==> src/rtl/intersection_pkg.sv <==
// Shared types for the multi-phase intersection controller.
// Latency: n/a (types, lamp codes and a width helper only).
// Backpressure: n/a.
// Optional feature macro: INTERSECTION_FLASH_EN adds the FLASH state.
package intersection_pkg;

`ifdef INTERSECTION_FLASH_EN
   typedef enum logic [1:0] {
      ST_ALL_RED = 2'd0,
      ST_GREEN   = 2'd1,
      ST_YELLOW  = 2'd2,
      ST_FLASH   = 2'd3
   } state_e;
`else
   typedef enum logic [1:0] {
      ST_ALL_RED = 2'd0,
      ST_GREEN   = 2'd1,
      ST_YELLOW  = 2'd2
   } state_e;
`endif

   // Per-phase lamp encodings; 2'b11 is never driven.
   localparam logic [1:0] LIGHT_RED    = 2'b00;
   localparam logic [1:0] LIGHT_GREEN  = 2'b01;
   localparam logic [1:0] LIGHT_YELLOW = 2'b10;

   // Width of a phase index; never less than one bit.
   function automatic int phase_w(input int n);
      return (n <= 2) ? 1 : $clog2(n);
   endfunction

endpackage

==> src/rtl/intersection_if.sv <==
// Signal bundle between demand-latch front end, controller and lamp driver.
// Latency: n/a (wires only).
// Backpressure: none; tick strobes the controller, served clears the latch.
// Ports: tick, demand[NUM_PHASES], served[NUM_PHASES], light[2*NUM_PHASES],
//        phase[clog2(NUM_PHASES)], flash (only with INTERSECTION_FLASH_EN).
interface intersection_if
   import intersection_pkg::*;
#(
   parameter int NUM_PHASES = 4
);
   localparam int PW = phase_w(NUM_PHASES);

   logic                    tick;
   logic [NUM_PHASES-1:0]   demand;
   logic [NUM_PHASES-1:0]   served;
   logic [2*NUM_PHASES-1:0] light;
   logic [PW-1:0]           phase;
`ifdef INTERSECTION_FLASH_EN
   logic                    flash;
`endif

`ifdef INTERSECTION_FLASH_EN
   // Front-end / environment side.
   modport master (output tick, demand, flash, input served, light, phase);
   // Controller side.
   modport slave  (input tick, demand, flash, output served, light, phase);
`else
   modport master (output tick, demand, input served, light, phase);
   modport slave  (input tick, demand, output served, light, phase);
`endif

endinterface

==> src/rtl/intersection_rr_pick.sv <==
// Round-robin phase selector: first set demand bit after cur, wrapping to cur.
// Latency: combinational, zero cycles.
// Backpressure: none.
// Ports: demand, cur in; next_phase (cur+1 when demand is empty), any_other_demand out.
module intersection_rr_pick
   import intersection_pkg::*;
#(
   parameter int NUM_PHASES = 4,
   localparam int PW = phase_w(NUM_PHASES)
) (
   input  logic [NUM_PHASES-1:0] demand,
   input  logic [PW-1:0]         cur,
   output logic [PW-1:0]         next_phase,
   output logic                  any_other_demand
);

   logic          found;
   logic [PW-1:0] idx;

   always_comb begin
      // Fixed-time fallback when nobody is waiting.
      next_phase = PW'((int'(cur) + 1) % NUM_PHASES);
      found      = 1'b0;
      idx        = '0;
      // Offsets 1..NUM_PHASES so the current phase is considered last.
      for (int i = 1; i <= NUM_PHASES; i++) begin
         idx = PW'((int'(cur) + i) % NUM_PHASES);
         if (!found && demand[idx]) begin
            next_phase = idx;
            found      = 1'b1;
         end
      end
   end

   assign any_other_demand = |(demand & ~(NUM_PHASES'(1) << cur));

endmodule

==> src/rtl/intersection_controller.sv <==
// Multi-phase traffic signal controller: round-robin with demand skipping,
// min/max green, timed yellow and all-red clearance, all counted in ticks.
// Latency: decisions registered; outputs change on the clk edge that completes an interval.
// Backpressure: none; tick=0 freezes all state; served pulses one cycle to clear the latch.
// Ports: clk, reset (async, active-high), bus (intersection_if.slave: tick, demand,
//        served, light, phase, and flash when INTERSECTION_FLASH_EN is defined).
module intersection_controller
   import intersection_pkg::*;
#(
   parameter int NUM_PHASES   = 4,
   parameter int CNT_W        = 8,
   parameter int MIN_GREEN    = 3,
   parameter int MAX_GREEN    = 6,
   parameter int YELLOW_TICKS = 2,
   parameter int ALLRED_TICKS = 1
) (
   input  logic        clk,
   input  logic        reset,
   intersection_if.slave bus
);

   localparam int PW = phase_w(NUM_PHASES);

   // Terminal timer values: a state of length L ends on the tick seen at L-1.
   localparam logic [CNT_W-1:0] ALLRED_LAST = CNT_W'(ALLRED_TICKS - 1);
   localparam logic [CNT_W-1:0] YELLOW_LAST = CNT_W'(YELLOW_TICKS - 1);
   localparam logic [CNT_W-1:0] MIN_LAST    = CNT_W'(MIN_GREEN - 1);
   localparam logic [CNT_W-1:0] MAX_LAST    = CNT_W'(MAX_GREEN - 1);

   state_e                state_q,  state_d;
   logic [PW-1:0]         cur_q,    cur_d;
   logic [CNT_W-1:0]      timer_q,  timer_d;
   logic [NUM_PHASES-1:0] served_q, served_d;
`ifdef INTERSECTION_FLASH_EN
   logic                  flash_on_q, flash_on_d;  // 1 = lamps showing yellow
`endif

   logic [PW-1:0]           pick_phase;
   logic                    any_other;
   logic [2*NUM_PHASES-1:0] light_w;
   logic [1:0]              lamp;

   intersection_rr_pick #(
      .NUM_PHASES (NUM_PHASES)
   ) u_rr_pick (
      .demand           (bus.demand),
      .cur              (cur_q),
      .next_phase       (pick_phase),
      .any_other_demand (any_other)
   );

   always_comb begin
      state_d  = state_q;
      cur_d    = cur_q;
      timer_d  = timer_q;
      served_d = '0;
`ifdef INTERSECTION_FLASH_EN
      flash_on_d = flash_on_q;
`endif

      if (bus.tick) begin
         case (state_q)
            ST_ALL_RED: begin
               if (timer_q == ALLRED_LAST) begin
                  state_d  = ST_GREEN;
                  timer_d  = '0;
                  cur_d    = pick_phase;
                  served_d = NUM_PHASES'(1) << pick_phase;
               end else begin
                  timer_d = timer_q + CNT_W'(1);
               end
            end
            ST_GREEN: begin
               // Max green ends unconditionally; past min green, any
               // conflicting request ends it early.
               if ((timer_q == MAX_LAST) ||
                   ((timer_q >= MIN_LAST) && any_other)) begin
                  state_d = ST_YELLOW;
                  timer_d = '0;
               end else begin
                  timer_d = timer_q + CNT_W'(1);
               end
            end
            ST_YELLOW: begin
               if (timer_q == YELLOW_LAST) begin
                  state_d = ST_ALL_RED;
                  timer_d = '0;
               end else begin
                  timer_d = timer_q + CNT_W'(1);
               end
            end
            default: ;
         endcase
      end

`ifdef INTERSECTION_FLASH_EN
      // Flash is sampled every clock and overrides any tick-driven transition,
      // including the served pulse of an all-red expiry on the same edge.
      if (bus.flash) begin
         state_d  = ST_FLASH;
         timer_d  = '0;
         served_d = '0;
         if (state_q == ST_FLASH) begin
            flash_on_d = bus.tick ? ~flash_on_q : flash_on_q;
         end else begin
            flash_on_d = 1'b1;
         end
      end else if (state_q == ST_FLASH) begin
         // Leave through a full clearance interval; cur is kept so the
         // round-robin resumes after the phase that was interrupted.
         state_d    = ST_ALL_RED;
         timer_d    = '0;
         flash_on_d = 1'b0;
      end
`endif
   end

   always_ff @(posedge clk or posedge reset) begin
      if (reset) begin
         state_q  <= ST_ALL_RED;
         cur_q    <= PW'(NUM_PHASES - 1);
         timer_q  <= '0;
         served_q <= '0;
`ifdef INTERSECTION_FLASH_EN
         flash_on_q <= 1'b0;
`endif
      end else begin
         state_q  <= state_d;
         cur_q    <= cur_d;
         timer_q  <= timer_d;
         served_q <= served_d;
`ifdef INTERSECTION_FLASH_EN
         flash_on_q <= flash_on_d;
`endif
      end
   end

   // Lamp decode from registers only, so no input reaches light combinationally.
   always_comb begin
      light_w = '0;
      lamp    = LIGHT_RED;
      for (int p = 0; p < NUM_PHASES; p++) begin
         lamp = LIGHT_RED;
         if (cur_q == PW'(p)) begin
            if (state_q == ST_GREEN) begin
               lamp = LIGHT_GREEN;
            end else if (state_q == ST_YELLOW) begin
               lamp = LIGHT_YELLOW;
            end
         end
`ifdef INTERSECTION_FLASH_EN
         if (state_q == ST_FLASH) begin
            lamp = flash_on_q ? LIGHT_YELLOW : LIGHT_RED;
         end
`endif
         light_w[2*p +: 2] = lamp;
      end
   end

   assign bus.light  = light_w;
   assign bus.phase  = cur_q;
   assign bus.served = served_q;

endmodule

==> src/flat_wrapper.sv <==
// flat-port wrapper written by rule: the top's interface ports become plain ports
module intersection_controller_flat import intersection_pkg::*;
#(
   parameter int NUM_PHASES   = 4,
   parameter int CNT_W        = 8,
   parameter int MIN_GREEN    = 3,
   parameter int MAX_GREEN    = 6,
   parameter int YELLOW_TICKS = 2,
   parameter int ALLRED_TICKS = 1
)
  (clk, reset, bus_tick, bus_demand, bus_served, bus_light, bus_phase);
  intersection_if #(.NUM_PHASES(NUM_PHASES)) bus_i ();
  input  logic clk;
  input  logic reset;
  input wire logic [$bits(bus_i.tick)-1:0] bus_tick;
  input wire logic [$bits(bus_i.demand)-1:0] bus_demand;
  output wire logic [$bits(bus_i.served)-1:0] bus_served;
  output wire logic [$bits(bus_i.light)-1:0] bus_light;
  output wire logic [$bits(bus_i.phase)-1:0] bus_phase;
  assign bus_i.tick = bus_tick;
  assign bus_i.demand = bus_demand;
  assign bus_served = bus_i.served;
  assign bus_light = bus_i.light;
  assign bus_phase = bus_i.phase;
  intersection_controller #(.NUM_PHASES(NUM_PHASES), .CNT_W(CNT_W), .MIN_GREEN(MIN_GREEN), .MAX_GREEN(MAX_GREEN), .YELLOW_TICKS(YELLOW_TICKS), .ALLRED_TICKS(ALLRED_TICKS)) u_core (.clk(clk), .reset(reset), .bus(bus_i));
endmodule
==> config.mk <==
export PLATFORM = sky130hd
export DESIGN_NAME = intersection_controller_flat
export DESIGN_NICKNAME = d
export VERILOG_FILES = /design/src/rtl/intersection_pkg.sv /design/src/rtl/intersection_if.sv /design/src/rtl/intersection_rr_pick.sv /design/src/rtl/intersection_controller.sv /design/src/flat_wrapper.sv
export SDC_FILE = /design/constraint.sdc
export NUM_CORES = 1
export LEC_CHECK = 0
export CAP_MARGIN = 15
export CORE_MARGIN = 5
export CORE_UTILIZATION = 53
export CTS_BUF_LIST = sky130_fd_sc_hd__clkbuf_8 sky130_fd_sc_hd__clkbuf_16
export DETAILED_ROUTE_END_ITERATION = 7
export HOLD_SLACK_MARGIN = 0.08
export PLACE_DENSITY_LB_ADDON = 0.1
export SLEW_MARGIN = 30
export SYNTH_ARGS = -nofsm -noshare
export SYNTH_HDL_FRONTEND = slang
export SYNTH_HIERARCHICAL = 1
export SYNTH_SLANG_ARGS = --single-unit
export TNS_END_PERCENT = 50
==> constraint.sdc <==
create_clock -name clk -period 2.68 [get_ports clk]
set_clock_uncertainty 0.15 [all_clocks]
set_input_delay 0.536 -clock clk [delete_from_list [all_inputs] [get_ports clk]]
set_output_delay 0.536 -clock clk [all_outputs]
set_load 0.01 [all_outputs]
==> impl_metrics.json, run 1 <==
{
  "status": "complete, no violations",
  "yosys_warnings": 6,
  "fill_cells": 210,
  "postSynthRegisterBits": 16,
  "net-switching-power_mw": 0.669,
  "synthesis.area_sq_um": 1330,
  "dpl_cell_area_sq_um": 1540,
  "grt_first_pass_wirelength_um": 4840,
  "grt_usage": 0.174,
  "wirelength_um": 2780,
  "first_global_vias": 1088,
  "place.detailed.instances": 192,
  "hpwlAfterDp_um": 2140,
  "diodes": 0,
  "critical_path.cell_chain": "inv_1 -> ha_1 -> nor3b_1 -> clkdlybuf4s50_1",
  "period_share": 0.942,
  "hp-class": "reg -> reg",
  "leakage_nw": 0.724,
  "synthCells": 145,
  "tritoncts_num_sinks": 16,
  "combinationalPowerShare": 0.592,
  "worstPathRequired_ns": 1.99,
  "worst-r2r-setup-slack_ns": 0.29,
  "synth_edf_count": 0,
  "htree_levels": 1,
  "initial_utilization": 0.548,
  "drcViolationCount": 0,
  "post_synth_most_frequent_cells": "16 x inv_1, 14 x dfrtp_1, 13 x ha_1, 12 x nand2_1, 11 x nor2_1",
  "worst_ep_arrival_time_ns": 1.84,
  "synthesis.area_per_instance_sq_um": 9.19,
  "cts.path.max_buffers": 2,
  "slew_headroom": 0.603,
  "critical-path-max-stage-delay_ns": 0.57,
  "area_of_the_multi_input_gates_sq_um": 821,
  "antenna_found_initial": 0,
  "worstMarginPinSlew_ns": 0.596,
  "number_of_buffers_inserted_by_hold_repair_at_cts": 0,
  "synth.net_count": 165,
  "area_of_the_die_sq_um": 3620,
  "finish.utilization": 0.657,
  "chipWidth_um": 60.1,
  "report.final.hold_viol_count": 0,
  "clk_latency_ns": 0.25,
  "sequential_power_share": 0.267,
  "yosys.cell_count.top_type": "inv_1",
  "final_cell_count_no_fill": 196,
  "vertical_extent_of_the_die_um": 60.1,
  "asyncSetResetFlopFracSynth": 1.00,
  "ys_dominant_reg_cell": "dfrtp_1",
  "final_nets": 187,
  "whs_ns": 0.442,
  "clock_power_share": 0.141,
  "post-synth-top-area-fraction": 0.263,
  "viasPerCell": 5.58,
  "number_of_gates_resized_after_cts": 0,
  "maxSlewViolCount": 0,
  "rsz0062_at_grt": "no",
  "setup_viol": 0,
  "netSwitchingFraction": 0.440,
  "layout-drive-gt1-share": 0.127,
  "layout-area-overhead-vs-synth_pct": 20.0,
  "post_cts_buffers": 0,
  "ir_worst_vdd_v": 0.000685,
  "clk_pin_slew_worst_paths_ns": 0.06,
  "sequential_cell_area_sq_um": 403,
  "drt-wirelength-per-cell_um": 14.2,
  "yosysTopAreaCell": "dfrtp_1",
  "io_buffers": 20,
  "core.rowCount": 18,
  "firstDrtPassIters": 4,
  "cts_buffers": 3,
  "coreArea_sq_um": 2430,
  "timing.critical_path.fanout_max": 7,
  "clock.fmax_mhz": 396,
  "clock-root-buffer": "clkbuf_8",
  "critPathCaptureType": "output pin",
  "crit_slowest_cell": "clkdlybuf4s50_1",
  "cts_tree": "built",
  "gr-total-overflow": 0,
  "pwr_density_cell_nw_per_um2": 952,
  "max-cap-violations": 0,
  "final_standard_cell_area_without_fillers_sq_um": 1600,
  "area_contributors_post_synth": "dfrtp_1 26%, ha_1 12%, inv_1 4.5%",
  "timing.setup.critical_path_class": "reg -> out",
  "timing.final.crit_period_ns": 2.53,
  "drt_iter0_drc": 35,
  "postRouteAntennaNets": 0,
  "route.vias.total": 1093,
  "synth_seq_area_share": 0.302,
  "gpl.final_weighted_congestion": 0.823,
  "ys_types": 46,
  "startpoint_type": "flip-flop",
  "intPower_mw": 0.853,
  "final_total_negative_setup_slack_ns": 0,
  "grt_start_max_net_pins": 20,
  "ios": 21
}
==> power by group through the flow <==
stage                     clock [mW]  combinational, mW  sequential (mW)
after floorplan                    0              0.690            0.375
after global placement             0              0.881            0.407
after detailed placement           0              0.899            0.413
after CTS                      0.220              0.905            0.409
after global routing           0.229              0.994            0.420
final                          0.215              0.901            0.406
==> per-stage QoR <==
step                      power (mW)  setup slack, ns
final                           1.52            0.154
after global routing            1.64           0.0500
after CTS                       1.53            0.152
after detailed placement        1.31           0.0833
after global placement          1.29            0.128
after floorplan                 1.07            0.533
==> area by class of cell <==
cell class / count / share of cell area
flip-flops and latches: 16 / 0.252
inverters: 18 / 0.0423
multi-input cells: 106 / 0.513
well taps: 30 / 0.0235
clock buffers: 4 / 0.0344
repair buffers: 22 / 0.135
==> cell families (layout without fill, tap and decap cells) <==
family,after synthesis,after routing,synth area share
AOI/OAI and AO/OA,30,30,0.180
buffers and inverters,23,44,0.0817
DFF,16,16,0.302
and+or+nand+nor,55,55,0.238
adders and majority gates,14,14,0.131
muxes,3,3,0.0413
xor gates and xnor gates,4,4,0.0263
==> metal layers <==
metal | share of wire | GRT usage | vias to the layer above
met5 | 0 | 0 | -
met4 | 0 | 0.0411 | 0
met3 | 0.039 | 0.0432 | 0
met2 | 0.51 | 0.292 | 23
met1 | 0.45 | 0.223 | 519
li1 | - | - | 551
==> worst paths after layout <==
| check | startpoint | endpoint | depth (start not counted) |
|---|---|---|---|
| max | u_core/state_q[1] | bus_light[0] | 4 |
| min | u_core/timer_q[0] | u_core/timer_q[0] | 2 |
| max reg2reg | u_core/bus.phase[1] | u_core/timer_q[6] | 8 |
| min reg2reg | u_core/timer_q[0] | u_core/timer_q[0] | 2 |
| max in group asynchronous | reset | u_core/timer_q[4] | 2 |
| min in group asynchronous | reset | u_core/timer_q[3] | 2 |
==> registers in the layout, summed over array words and instances, names as in the netlist <==
signal,flops
u_core/state_q,2
u_core/bus.served,4
u_core/bus.phase,2
u_core/timer_q,8
==> placed cells by master (no fill, tap or decap), types with 2 or more instances in the layout <==
| cell type | count |
|---|---|
| clkdlybuf4s50_1 | 20 |
| inv_1 | 16 |
| dfrtp_1 | 14 |
| ha_1 | 13 |
| nand2_1 | 12 |
| nor2_1 | 11 |
| a21oi_1 | 9 |
| nor3_1 | 6 |
| clkbuf_8 | 4 |
| nand3_1 | 4 |
| o21ai_1 | 4 |
| nor3b_1 | 4 |
| o21ai_0 | 3 |
| xnor2_1 | 3 |
| and3b_1 | 3 |
| nor2b_1 | 2 |
| nand2b_1 | 2 |
| o22ai_1 | 2 |
| nand4_1 | 2 |
| and3_1 | 2 |
| dfstp_2 | 2 |
| buf_4 | 2 |
| mux4_2 | 2 |
==> worst max-delay path: cells and delay by family (launching register included) <==
kind	cells	cell delay, ns
and+or+nand+nor	1	0.22
buffers and inverters	2	0.67
adders and majority gates	1	0.27
DFF	1	0.43
(Power assumes the default switching activity.)
==> inputs of run 2 (changes only) <==
SETUP_SLACK_MARGIN = 0.15   (was default)
==> impl_metrics.json, run 2 (synthesized netlist as in run 1, its figures left out) <==
{
  "ff2ff_path_depth": 8,
  "grt_first_pass_wirelength_um": 4840,
  "p_total_mw": 1.53,
  "worst_ep_arrival_time_ns": 1.73,
  "route.vias.total": 1079,
  "rsz0062_at_grt": "no",
  "hold_start": "u_core/timer_q[0]",
  "wirelength_um": 2790,
  "gr-total-overflow": 0,
  "hp-class": "reg -> reg",
  "number_of_gates_resized_after_cts": 0,
  "viasPerCell": 5.51,
  "maxSlewViolCount": 0,
  "first_global_vias": 1088,
  "firstDrtPassIters": 4,
  "number_of_buffers_inserted_by_hold_repair_at_cts": 0,
  "postRouteAntennaNets": 0,
  "tritoncts_num_sinks": 16,
  "cts.path.max_buffers": 2,
  "drt-wirelength-per-cell_um": 14.2,
  "timing.setup.critical_path_class": "reg -> out",
  "most_flops_register": "u_core/timer_q",
  "dpl_cell_area_sq_um": 1540,
  "reg_to_reg_critical_path_startpoint": "u_core/bus.phase[1]",
  "io_buffers": 20,
  "cts_tree": "built",
  "finish.utilization": 0.662,
  "diodes": 0,
  "drcViolationCount": 0,
  "period_share": 0.900,
  "initial_utilization": 0.548,
  "cts_buffers": 3,
  "core.rowCount": 18,
  "layout-drive-gt1-share": 0.133,
  "area_of_the_die_sq_um": 3620,
  "worst_hold_path.num_cells": 2,
  "clock.fmax_mhz": 415,
  "clk_pin_slew_worst_paths_ns": 0.06,
  "ir_worst_vdd_v": 0.000691,
  "grt_usage": 0.174,
  "critPathCaptureType": "output pin",
  "worstMarginPinSlew_ns": 0.598,
  "worst-r2r-setup-slack_ns": 0.34,
  "final_standard_cell_area_without_fillers_sq_um": 1610,
  "ios": 21,
  "status": "complete, no violations",
  "clk_latency_ns": 0.25,
  "final_common_cell": "clkdlybuf4s50_1",
  "antenna_found_initial": 0,
  "final_nets": 187,
  "slew_headroom": 0.601,
  "pwr_density_cell_nw_per_um2": 950,
  "post_cts_buffers": 0,
  "clock-root-buffer": "clkbuf_8",
  "startpoint_type": "flip-flop",
  "hpwlAfterDp_um": 2140,
  "gpl.final_weighted_congestion": 0.823,
  "largest_register_ff_count": 8,
  "drt_iter0_drc": 28,
  "mostFrequentLayoutCells": "18 x clkdlybuf4s50_1, 16 x inv_1, 14 x dfrtp_1",
  "htree_levels": 1,
  "chipWidth_um": 60.1,
  "timing.critical_path.fanout_max": 7,
  "report.final.hold_viol_count": 0,
  "timing.final.crit_period_ns": 2.41,
  "coreArea_sq_um": 2430,
  "hold_end": "u_core/timer_q[0]",
  "leakage_nw": 0.756,
  "vertical_extent_of_the_die_um": 60.1,
  "max-cap-violations": 0,
  "crit-reg2reg-capture": "u_core/timer_q[6]",
  "worstPathRequired_ns": 1.99,
  "setup_viol": 0,
  "layout-area-overhead-vs-synth_pct": 20.8,
  "grt_start_max_net_pins": 20,
  "final_total_negative_setup_slack_ns": 0
}
## run 2: cell count changes in the layout (fill, tap and decap cells not counted)
cell and change:
dfstp_2 -1, ha_1 -1, dlymetal6s2s_1 +2, dfstp_4 +1, ha_2 +1, clkdlybuf4s50_1 -2
## run 2: critical path, cell delays in order (launching register included)
cell and delay [ns]:
dfrtp_1 0.43, inv_1 0.10, ha_2 0.24, and3_1 0.17, clkdlybuf4s50_1 0.54
## run 2: final cells by class
type	instances	area [sq um]
Fill cell	208	822
Multi-Input combinational cell	106	823
Timing Repair Buffer	22	220
Clock buffer	4	55.1
Sequential cell	16	407
Tap cell	30	37.5
Inverter	18	67.6
## run 2: where the power goes
| part | total (mW) | internal, mW | switching [mW] |
|---|---|---|---|
| registers | 0.414 | 0.312 | 0.102 |
| logic | 0.901 | 0.415 | 0.485 |
| clock network | 0.214 | 0.130 | 0.0839 |
## run 2: per-layer routing
metal | track usage | up-vias | routed length (um)
met5 | 0 | - | 0
met4 | 0.0411 | 0 | 0
met3 | 0.0432 | 0 | 97
met2 | 0.292 | 16 | 1400
met1 | 0.223 | 510 | 1290
li1 | - | 553 | -
## run 2: metrics by stage
step	setup WS (ns)	instances	hold slack, ns
floorplan	0.533	145	0.298
global placement	0.128	192	0.425
detailed placement	0.0833	192	0.431
CTS	0.152	196	0.443
global route	0.156	196	0.486
finish	0.269	196	0.445
## run 2: worst max path at each step
stage	from	endpoint	slack, ns	cells past startpoint
after floorplan	u_core/bus.phase[0]	u_core/bus.served[1]	0.53	9
after global routing	bus_demand[2]	u_core/bus.served[1]	0.16	8
after CTS	u_core/state_q[1]	bus_light[0]	0.15	4
after detailed placement	bus_demand[2]	u_core/bus.served[1]	0.08	8
after global placement	bus_demand[2]	u_core/bus.served[1]	0.13	8
final	u_core/state_q[1]	bus_light[6]	0.27	4
==> inputs of run 3 (changes only) <==
GPL_ROUTABILITY_DRIVEN = 0   (was default)
MAX_ROUTING_LAYER = met4   (was default)
==> impl_metrics.json, run 3 (synthesized netlist as in run 1, its figures left out) <==
{
  "status": "complete, no violations",
  "clock.fmax_mhz": 415,
  "setup_viol": 0,
  "period_share": 0.899,
  "hpwlAfterDp_um": 2140,
  "clock_power_share": 0.139,
  "most_flops_register": "u_core/timer_q",
  "area_of_the_multi_input_gates_sq_um": 823,
  "final_total_negative_setup_slack_ns": 0,
  "drt_iter0_drc": 31,
  "hp-class": "reg -> reg",
  "clock-root-buffer": "clkbuf_8",
  "firstDrtPassIters": 4,
  "layout-area-overhead-vs-synth_pct": 20.8,
  "report.final.hold_viol_count": 0,
  "final_standard_cell_area_without_fillers_sq_um": 1610,
  "max-cap-violations": 0,
  "sequential_power_share": 0.271,
  "grt_usage": 0.179,
  "critPathTopFamily": "buffers and inverters",
  "dpl_cell_area_sq_um": 1540,
  "worstMarginPinSlew_ns": 0.597,
  "leakage_nw": 0.756,
  "sequential_cell_area_sq_um": 407,
  "postRouteAntennaNets": 0,
  "htree_levels": 1,
  "area_of_the_die_sq_um": 3620,
  "io_buffers": 20,
  "route.vias.total": 1085,
  "clk_latency_ns": 0.25,
  "diodes": 0,
  "final_common_cell": "clkdlybuf4s50_1",
  "final_nets": 187,
  "combinationalPowerShare": 0.590,
  "antenna_found_initial": 0,
  "drcViolationCount": 0,
  "critPathCaptureType": "output pin",
  "grt_start_max_net_pins": 20,
  "slew_headroom": 0.601,
  "first_global_vias": 1087,
  "crit_buf_inv": 2,
  "pwr_density_cell_nw_per_um2": 948,
  "critical-path-max-stage-delay_ns": 0.54,
  "cts.path.max_buffers": 2,
  "p_total_mw": 1.53,
  "worst-r2r-setup-slack_ns": 0.34,
  "netSwitchingFraction": 0.439,
  "gr-total-overflow": 0,
  "timing.final.crit_period_ns": 2.41,
  "crit_slowest_cell": "clkdlybuf4s50_1",
  "cts_tree": "built",
  "tritoncts_num_sinks": 16,
  "largest_register_ff_count": 8,
  "cts_buffers": 3,
  "intPower_mw": 0.857,
  "grt_first_pass_wirelength_um": 4840,
  "timing.critical_path.fanout_max": 7,
  "core.rowCount": 18,
  "worst_ep_arrival_time_ns": 1.72,
  "whs_ns": 0.445,
  "initial_utilization": 0.548,
  "fill_cells": 208,
  "worstPathRequired_ns": 1.99,
  "chipWidth_um": 60.1,
  "maxSlewViolCount": 0,
  "rsz0062_at_grt": "no",
  "startpoint_type": "flip-flop",
  "number_of_buffers_inserted_by_hold_repair_at_cts": 0,
  "clk_pin_slew_worst_paths_ns": 0.06,
  "timing.setup.critical_path_class": "reg -> out",
  "viasPerCell": 5.54,
  "mostFrequentLayoutCells": "18 x clkdlybuf4s50_1, 16 x inv_1, 14 x dfrtp_1",
  "critical_path.cell_chain": "inv_1 -> ha_2 -> and3_1 -> clkdlybuf4s50_1",
  "layout-drive-gt1-share": 0.133,
  "ios": 21,
  "coreArea_sq_um": 2430,
  "ir_worst_vdd_v": 0.000685,
  "drt-wirelength-per-cell_um": 14.2,
  "vertical_extent_of_the_die_um": 60.1,
  "wirelength_um": 2770,
  "net-switching-power_mw": 0.670
}
-- run 3: per-layer routing --
| metal | GRT usage | routed length [um] | up-vias |
|---|---|---|---|
| met3 | 0.0410 | 100 | 2 |
| li1 | - | - | 550 |
| met2 | 0.292 | 1370 | 20 |
| met4 | 0.0411 | 6 | 0 |
| met1 | 0.224 | 1290 | 513 |
| met5 | - | 0 | - |
-- run 3: power groups by stage --
stage / Clock, mW / Sequential [mW] / Combinational [mW]
after floorplan: 0 / 0.375 / 0.690
after global placement: 0 / 0.407 / 0.881
after detailed placement: 0 / 0.413 / 0.899
after CTS: 0.220 / 0.409 / 0.905
after global routing: 0.229 / 0.425 / 0.993
final: 0.212 / 0.414 / 0.901
-- run 3: path summary, 6_finish.rpt --
check	startpoint	end	cells past startpoint
worst max-delay path	u_core/state_q[1]	bus_light[6]	4
worst min-delay path	u_core/timer_q[0]	u_core/timer_q[0]	2
worst max register to register	u_core/bus.phase[1]	u_core/timer_q[6]	8
worst min register to register	u_core/timer_q[0]	u_core/timer_q[0]	2
max in group asynchronous	reset	u_core/timer_q[4]	2
min in group asynchronous	reset	u_core/timer_q[3]	2
-- run 3: worst register-to-register path, cell delays in order (launching register included) --
cell and delay, ns:
dfstp_4 0.73, inv_1 0.11, ha_1 0.19, o221ai_1 0.22
inv_1 0.06, a21oi_1 0.23, o21ai_2 0.10, a22oi_4 0.29
a21oi_1 0.14
-- run 3: metrics by stage --
step | utilization | std cells | setup WS [ns]
after global routing | 0.662 | 196 | 0.156
after CTS | 0.657 | 196 | 0.152
after detailed placement | 0.635 | 192 | 0.0833
after floorplan | - | 145 | 0.533
final | 0.662 | 196 | 0.272
after global placement | 0.635 | 192 | 0.128
-- run 3: layout make-up --
| class | instances | area share |
|---|---|---|
| Inverter | 18 | 0.0420 |
| Timing Repair Buffer | 22 | 0.137 |
| Multi-Input combinational cell | 106 | 0.511 |
| Sequential cell | 16 | 0.253 |
| Tap cell | 30 | 0.0233 |
| Clock buffer | 4 | 0.0342 |
-- run 3: what timing repair did --
item | 4_1_cts | 5_1_grt
buffers inserted | 0 | 0
endpoints found under the setup margin | 0 | 9
resized for setup | 0 | 4
